--- src/rtl/axi_lite_pkg.sv ---
// Shared AXI4-Lite response codes and the packet reader's state encoding.
package axi_lite_pkg;

   localparam logic [1:0] RESP_OKAY   = 2'b00;
   localparam logic [1:0] RESP_EXOKAY = 2'b01;
   localparam logic [1:0] RESP_SLVERR = 2'b10;
   localparam logic [1:0] RESP_DECERR = 2'b11;

   typedef enum logic [2:0] {
      ST_IDLE,
      ST_POLL_AR,
      ST_POLL_R,
      ST_GAP,
      ST_DATA_AR,
      ST_DATA_R,
      ST_OUT
   } rd_state_t;

   // Anything other than OKAY is treated as a failed read.
   function automatic logic resp_is_err(input logic [1:0] resp);
      return resp != RESP_OKAY;
   endfunction

endpackage

--- src/rtl/axi_lite_pkt_reader.sv ---
// AXI4-Lite read master: polls a packet buffer's status word, then streams the
// pending packet out one word at a time with last/error marking.
//
// state   | meaning
// IDLE    | waiting for enable_i to start a status poll
// POLL_AR | status read address presented
// POLL_R  | waiting for status read data
// GAP     | back-off after an empty or bad poll
// DATA_AR | data word read address presented
// DATA_R  | waiting for data word
// OUT     | data word held on the stream until accepted
module axi_lite_pkt_reader
   import axi_lite_pkg::*;
#(
   parameter logic [31:0] STATUS_ADDR = 32'h0000_0000,
   parameter logic [31:0] DATA_BASE   = 32'h0000_0004,
   parameter logic [15:0] MAX_WORDS   = 16'd384,
   parameter logic [7:0]  POLL_GAP    = 8'd16
) (
   input  logic        ACLK,
   input  logic        ARESETN,
   input  logic        enable_i,
   output logic [31:0] M_AXI_ARADDR,
   output logic        M_AXI_ARVALID,
   input  logic        M_AXI_ARREADY,
   input  logic [31:0] M_AXI_RDATA,
   input  logic [1:0]  M_AXI_RRESP,
   input  logic        M_AXI_RVALID,
   output logic        M_AXI_RREADY,
   output logic [31:0] m_tdata,
   output logic        m_tvalid,
   input  logic        m_tready,
   output logic        m_tlast,
   output logic        m_tuser,
   output logic [15:0] pkt_cnt_o,
   output logic        err_o
);

   rd_state_t   state_q, state_d;
   logic [31:0] araddr_q, araddr_d;
   logic        arvalid_q, arvalid_d;
   logic        rready_q, rready_d;
   logic [31:0] tdata_q, tdata_d;
   logic        tvalid_q, tvalid_d;
   logic        tlast_q, tlast_d;
   logic        tuser_q, tuser_d;
   logic        err_q, err_d;
   logic [15:0] pkt_cnt_q, pkt_cnt_d;
   logic [15:0] len_q, len_d;
   logic [15:0] idx_q, idx_d;
   logic [7:0]  gap_q, gap_d;

   logic        ar_hs, r_hs, t_hs, r_err, len_big, poll_skip;

   assign ar_hs     = arvalid_q & M_AXI_ARREADY;
   assign r_hs      = rready_q & M_AXI_RVALID;
   assign t_hs      = tvalid_q & m_tready;
   assign r_err     = resp_is_err(M_AXI_RRESP);
   assign len_big   = M_AXI_RDATA[15:0] > MAX_WORDS;
   // A poll that yields nothing readable backs off instead of reading data.
   assign poll_skip = r_err | (M_AXI_RDATA[15:0] == 16'd0) | len_big;

   always_ff @(posedge ACLK) begin
      if (!ARESETN) begin
         state_q   <= ST_IDLE;
         araddr_q  <= STATUS_ADDR;
         arvalid_q <= 1'b0;
         rready_q  <= 1'b0;
         tdata_q   <= 32'd0;
         tvalid_q  <= 1'b0;
         tlast_q   <= 1'b0;
         tuser_q   <= 1'b0;
         err_q     <= 1'b0;
         pkt_cnt_q <= 16'd0;
         len_q     <= 16'd0;
         idx_q     <= 16'd0;
         gap_q     <= 8'd0;
      end else begin
         state_q   <= state_d;
         araddr_q  <= araddr_d;
         arvalid_q <= arvalid_d;
         rready_q  <= rready_d;
         tdata_q   <= tdata_d;
         tvalid_q  <= tvalid_d;
         tlast_q   <= tlast_d;
         tuser_q   <= tuser_d;
         err_q     <= err_d;
         pkt_cnt_q <= pkt_cnt_d;
         len_q     <= len_d;
         idx_q     <= idx_d;
         gap_q     <= gap_d;
      end
   end

   always_comb begin
      state_d = state_q;
      unique case (state_q)
         ST_IDLE:    if (enable_i) state_d = ST_POLL_AR;
         ST_POLL_AR: if (ar_hs) state_d = ST_POLL_R;
         ST_POLL_R:  if (r_hs) state_d = poll_skip ? ST_GAP : ST_DATA_AR;
         ST_GAP:     if (gap_q == 8'd0) state_d = ST_IDLE;
         ST_DATA_AR: if (ar_hs) state_d = ST_DATA_R;
         ST_DATA_R:  if (r_hs) state_d = ST_OUT;
         ST_OUT:     if (t_hs) state_d = tlast_q ? ST_IDLE : ST_DATA_AR;
         default:    state_d = ST_IDLE;
      endcase
   end

   always_comb begin
      araddr_d  = araddr_q;
      arvalid_d = arvalid_q;
      rready_d  = rready_q;
      tdata_d   = tdata_q;
      tvalid_d  = tvalid_q;
      tlast_d   = tlast_q;
      tuser_d   = tuser_q;
      err_d     = 1'b0;
      pkt_cnt_d = pkt_cnt_q;
      len_d     = len_q;
      idx_d     = idx_q;
      gap_d     = gap_q;
      unique case (state_q)
         ST_IDLE: begin
            if (enable_i) begin
               araddr_d  = STATUS_ADDR;
               arvalid_d = 1'b1;
            end
         end
         ST_POLL_AR, ST_DATA_AR: begin
            if (ar_hs) begin
               arvalid_d = 1'b0;
               rready_d  = 1'b1;
            end
         end
         ST_POLL_R: begin
            if (r_hs) begin
               rready_d = 1'b0;
               err_d    = r_err | len_big;
               if (poll_skip) begin
                  gap_d = POLL_GAP;
               end else begin
                  len_d     = M_AXI_RDATA[15:0];
                  idx_d     = 16'd0;
                  araddr_d  = DATA_BASE;
                  arvalid_d = 1'b1;
               end
            end
         end
         ST_GAP: begin
            if (gap_q != 8'd0) gap_d = gap_q - 8'd1;
         end
         ST_DATA_R: begin
            if (r_hs) begin
               tdata_d  = M_AXI_RDATA;
               rready_d = 1'b0;
               tvalid_d = 1'b1;
               tlast_d  = (idx_q == len_q - 16'd1) | r_err;
               tuser_d  = r_err;
               err_d    = r_err;
            end
         end
         ST_OUT: begin
            if (t_hs) begin
               tvalid_d = 1'b0;
               tlast_d  = 1'b0;
               tuser_d  = 1'b0;
               if (tlast_q) begin
                  if (!tuser_q) pkt_cnt_d = pkt_cnt_q + 16'd1;
               end else begin
                  idx_d     = idx_q + 16'd1;
                  araddr_d  = araddr_q + 32'd4;
                  arvalid_d = 1'b1;
               end
            end
         end
         default: ;
      endcase
   end

   assign M_AXI_ARADDR  = araddr_q;
   assign M_AXI_ARVALID = arvalid_q;
   assign M_AXI_RREADY  = rready_q;
   assign m_tdata       = tdata_q;
   assign m_tvalid      = tvalid_q;
   assign m_tlast       = tlast_q;
   assign m_tuser       = tuser_q;
   assign pkt_cnt_o     = pkt_cnt_q;
   assign err_o         = err_q;

endmodule

--- config.mk ---
export PLATFORM = sky130hd
export DESIGN_NAME = axi_lite_pkt_reader
export DESIGN_NICKNAME = d
export VERILOG_FILES = /design/src/rtl/axi_lite_pkg.sv /design/src/rtl/axi_lite_pkt_reader.sv
export SDC_FILE = /design/constraint.sdc
export NUM_CORES = 1
export LEC_CHECK = 0
export BUFFER_PORTS_ARGS = -buffer_cell sky130_fd_sc_hd__buf_2
export CAP_MARGIN = 10
export CORE_ASPECT_RATIO = 0.7
export CORE_MARGIN = 2
export CORE_UTILIZATION = 50
export CTS_CLUSTER_DIAMETER = 40
export DETAILED_ROUTE_END_ITERATION = 7
export GPL_TIMING_DRIVEN = 0
export HOLD_SLACK_MARGIN = 0.1
export PLACE_DENSITY = 0.83
export SYNTH_ARGS = -nofsm -noshare
export SYNTH_HDL_FRONTEND = slang
export SYNTH_SLANG_ARGS = --single-unit
--- constraint.sdc ---
create_clock -name ACLK -period 2.15 [get_ports ACLK]
set_input_delay 0.215 -clock ACLK [delete_from_list [all_inputs] [get_ports ACLK]]
set_output_delay 0.215 -clock ACLK [all_outputs]
set_load 0.05 [all_outputs]
==> summary.md <==
| Metric | Value |
|---|---|
| R2R Setup Slk | `3 ps` |
| FILL cells | `950` |
| Initial antenna violation count | `1` |
| Worst R2R Start | `state_q[2]` |
| Setup violations, final | `0` |
| Synth async-reset ratio | `0%` |
| Global route overflow | `0` |
| Largest net degree at the start of global routing | `17` |
| CP Max Fanout | `9` |
| Setup TNS | `0 ps` |
| Final worst setup slack | `3.29 ps` |
| Outcome | `completed` |
| Final WL | `18.4 mm` |
| CP Buf/Inv Count | `1` |
| Worst hold path type | `in2reg` |
| 1st-iter DRT viols | `655` |
| Top cells by count, synth | `dfxtp_1 (127), nand2_1 (108), nor2_1 (62)` |
| Startpoint Class | `flip-flop` |
| GP Congestion | `0.913` |
| Dpl ws | `-616 ps` |
| Row cnt | `34` |
| CP Data Arrival Time | `2490 ps` |
| H-tree depth | `4` |
| CTS Buf Count | `17` |
| CTS root buf | `clkbuf_16` |
| CTS clk-pin slew, worst paths | `60 ps` |
| Fin. max-slew vios | `0` |
| Crit. End Element | `flip-flop` |
| Clock share of power | `45.0%` |
| DRC | `0` |
| Vias/cell | `5.67` |
| Share of layout cells above drive strength 1 | `25.2%` |
| Post-Syn Instances | `751` |
| Critical path class | `reg2reg` |
| Multi-input logic area | `3700 um2` |
| LEAKAGE | `0.00320 uW` |
| Sequential area share after synthesis | `40.7%` |
| Ys Warns | `0` |
| Hpwl dp | `12.1 mm` |
| EDFF count, synth | `0` |
| RSZ-0062 raised after global routing | `true` |
| Int Power | `4170 uW` |
| Vias in the first global route | `5941` |
| CP top delay family | `simple AND/OR/NAND/NOR gates` |
| Worst vdd ir | `627 uV` |
| Top cell type's share of synthesized area | `40.7%` |
| Top-count cell post-synth | `dfxtp_1` |
| Gate power share | `14.2%` |
| FF-to-FF End | `idx_q[13]` |
| Finished layout cell area | `8220 um2` |
| Max transition margin | `61.8%` |
| Worst-case hold slack | `119 ps` |
| Die footprint | `13400 um2` |
| Top_reg_cell synth | `dfxtp_1` |
| Critical Path Max Stage Delay | `480 ps` |
| FF-to-FF path depth | `6` |
| Post-DP Area | `7090 um2` |
| CP Depth | `6` |
| Switching portion of total power | `29.8%` |
| Fmax | `466 MHz` |
| Worst slew pin tran | `574 ps` |
| Overall die width | `138 um` |
| Total iterations of the first detailed-routing run | `6` |
| Yosys reg bits | `127` |
| Synth area leaders | `dfxtp_1 (41%), xnor2_1 (7.0%), nand2_1 (6.5%), a21boi_0 (4.9%), nor2_1 (3.7%)` |
| Vias | `6261` |
| Crit-path slowest cell | `or4_1` |
| Critical path, cell by cell | `and4b_2, o21ai_2, or4_1, buf_2, or3_1, a21oi_1` |
| PortBufs | `123` |
| PD cells | `724 nW/um2` |
| Die Y | `97.6 um` |
| # Max-Cap Violations | `0` |
| Area grow syn2layout | `31.4%` |
| # nets final | `974` |
| Sequential share of power | `40.8%` |
| Syn_area_per_cell | `8.33 um2` |
| Clock Sinks | `127` |
| Crit. Startpoint | `state_q[2]` |
| Tcrit/Tclk final | `99.8%` |
| Initial Utilization | `50.9%` |
| Fin crit period | `2150 ps` |
| GRT Overall Usage | `27.3%` |
| P_sw | `1780 uW` |
| Hold path cells | `3` |
| Register area | `2560 um2` |
| Post-synth cell types | `63` |
| Largest area contributor in the netlist | `dfxtp_1` |
| CTS tree | `built` |
| Clock Skew | `8.56 ps` |
| Synth Cell Area | `6250 um2` |
| Critical Path RT | `2490 ps` |
| Skew-Pair Late Insertion Delay | `420 ps` |
| # IOs | `126` |
| Final Hold Viols | `0` |
| Core area | `12300 um2` |
| Routed Antenna Nets | `0` |
| First-pass GRT wire length | `29.0 mm` |
| Clock Path Buffers | `2` |
| Worst setup path end | `idx_q[13]` |
| Fin util | `66.8%` |
| Wire per inst | `16.6 um` |
-- worst min-delay path by stage --
stage                                from     endpoint  slack (ps)
after detailed placement       m_tdata[0]   m_tdata[0]         450
final                      M_AXI_RDATA[7]   m_tdata[7]         120
after global routing       M_AXI_RDATA[7]   m_tdata[7]         140
after global placement        m_tdata[20]  m_tdata[20]         450
after CTS                  M_AXI_RDATA[7]   m_tdata[7]         110
after floorplan           M_AXI_RDATA[25]  m_tdata[25]         360
-- per-layer routing --
layer,GRT usage (%),wire length [um],vias up
li1,-,-,3003
met1,37.2,8160,2943
met2,41.3,8210,284
met3,8.50,1710,31
met4,8.01,270,0
met5,0,0,-
-- cell type report --
class | instances | area share (%)
tap | 162 | 2.47
multi-input combinational | 572 | 45.1
timing repair buffer | 161 | 11.9
clock inverter | 14 | 1.34
sequential | 127 | 31.2
buffer | 36 | 2.06
clock buffer | 18 | 5.35
antenna | 1 | 0.0305
inverter | 13 | 0.594
-- flip-flops by register name, summed over array words and instances, names as in the netlist --
register and cells:
gap_q 8, m_tuser 1, M_AXI_ARADDR 30, err_o 1, m_tlast 1, m_tdata 32, idx_q 16, M_AXI_RREADY 1
pkt_cnt_o 16, M_AXI_ARVALID 1, state_q 3, len_q 16, m_tvalid 1
-- tightest hold or removal path, delay by kind of cell --
kind / cells / cell delay (ps)
AND/OR/NAND/NOR: 1 / 60
buffers and inverters: 1 / 140
AO/OA/AOI/OAI: 1 / 70
-- cells in the final DEF (no fill, tap or decap), types with 5 or more instances in the layout --
cell type,count
buf_2,131
dfxtp_1,112
nand2_1,106
nor2_1,61
xnor2_1,50
a21boi_0,41
dlygate4sd3_1,31
nand3_1,30
o21ai_0,20
xor2_1,19
nor3_1,18
clkbuf_16,17
clkbuf_1,16
nand4_1,16
a21oi_1,16
and2_1,16
nor4_1,15
dfxtp_2,14
and3_1,14
mux2i_1,14
inv_1,13
nor4_2,13
nor2b_1,12
or3_1,12
buf_4,9
clkbuf_2,7
and4_1,7
a31oi_1,6
nand2b_1,5
ha_1,5
-- metrics by stage --
step | total power [uW] | cells
finish | 5950 | 1104
global route | 6140 | 1104
CTS | 5890 | 1098
detailed placement | 3160 | 1037
global placement | 3150 | 1037
floorplan | 2940 | 752
-- cell families (layout without fill, tap and decap cells) --
family	after synthesis	after routing	share of synthesized area (%)
simple gates	361	361	29.6
xor+xnor	69	69	9.67
flops	127	127	40.7
mux	15	15	2.42
buf+inv	53	242	3.36
fa+ha+maj	6	6	1.20
compound gates	119	119	13.1
other cells	1	3	0.0600
-- timing repair --
item | CTS | global route
hold endpoints to repair | 33 | 0
buffers inserted | 2 | 5
gates resized for setup | 31 | 43
endpoints found under the setup margin | 101 | 88
pin swaps | 2 | 5
hold buffers | 31 | 0
-- power groups by stage --
stage / registers, uW / logic, uW / clock network (uW)
after global placement: 2470 / 677 / 0
after global routing: 2430 / 898 / 2810
final: 2430 / 843 / 2680
after floorplan: 2530 / 415 / 0
after CTS: 2420 / 766 / 2700
after detailed placement: 2470 / 681 / 0
Note: power is estimated with default switching activity, not from simulation.
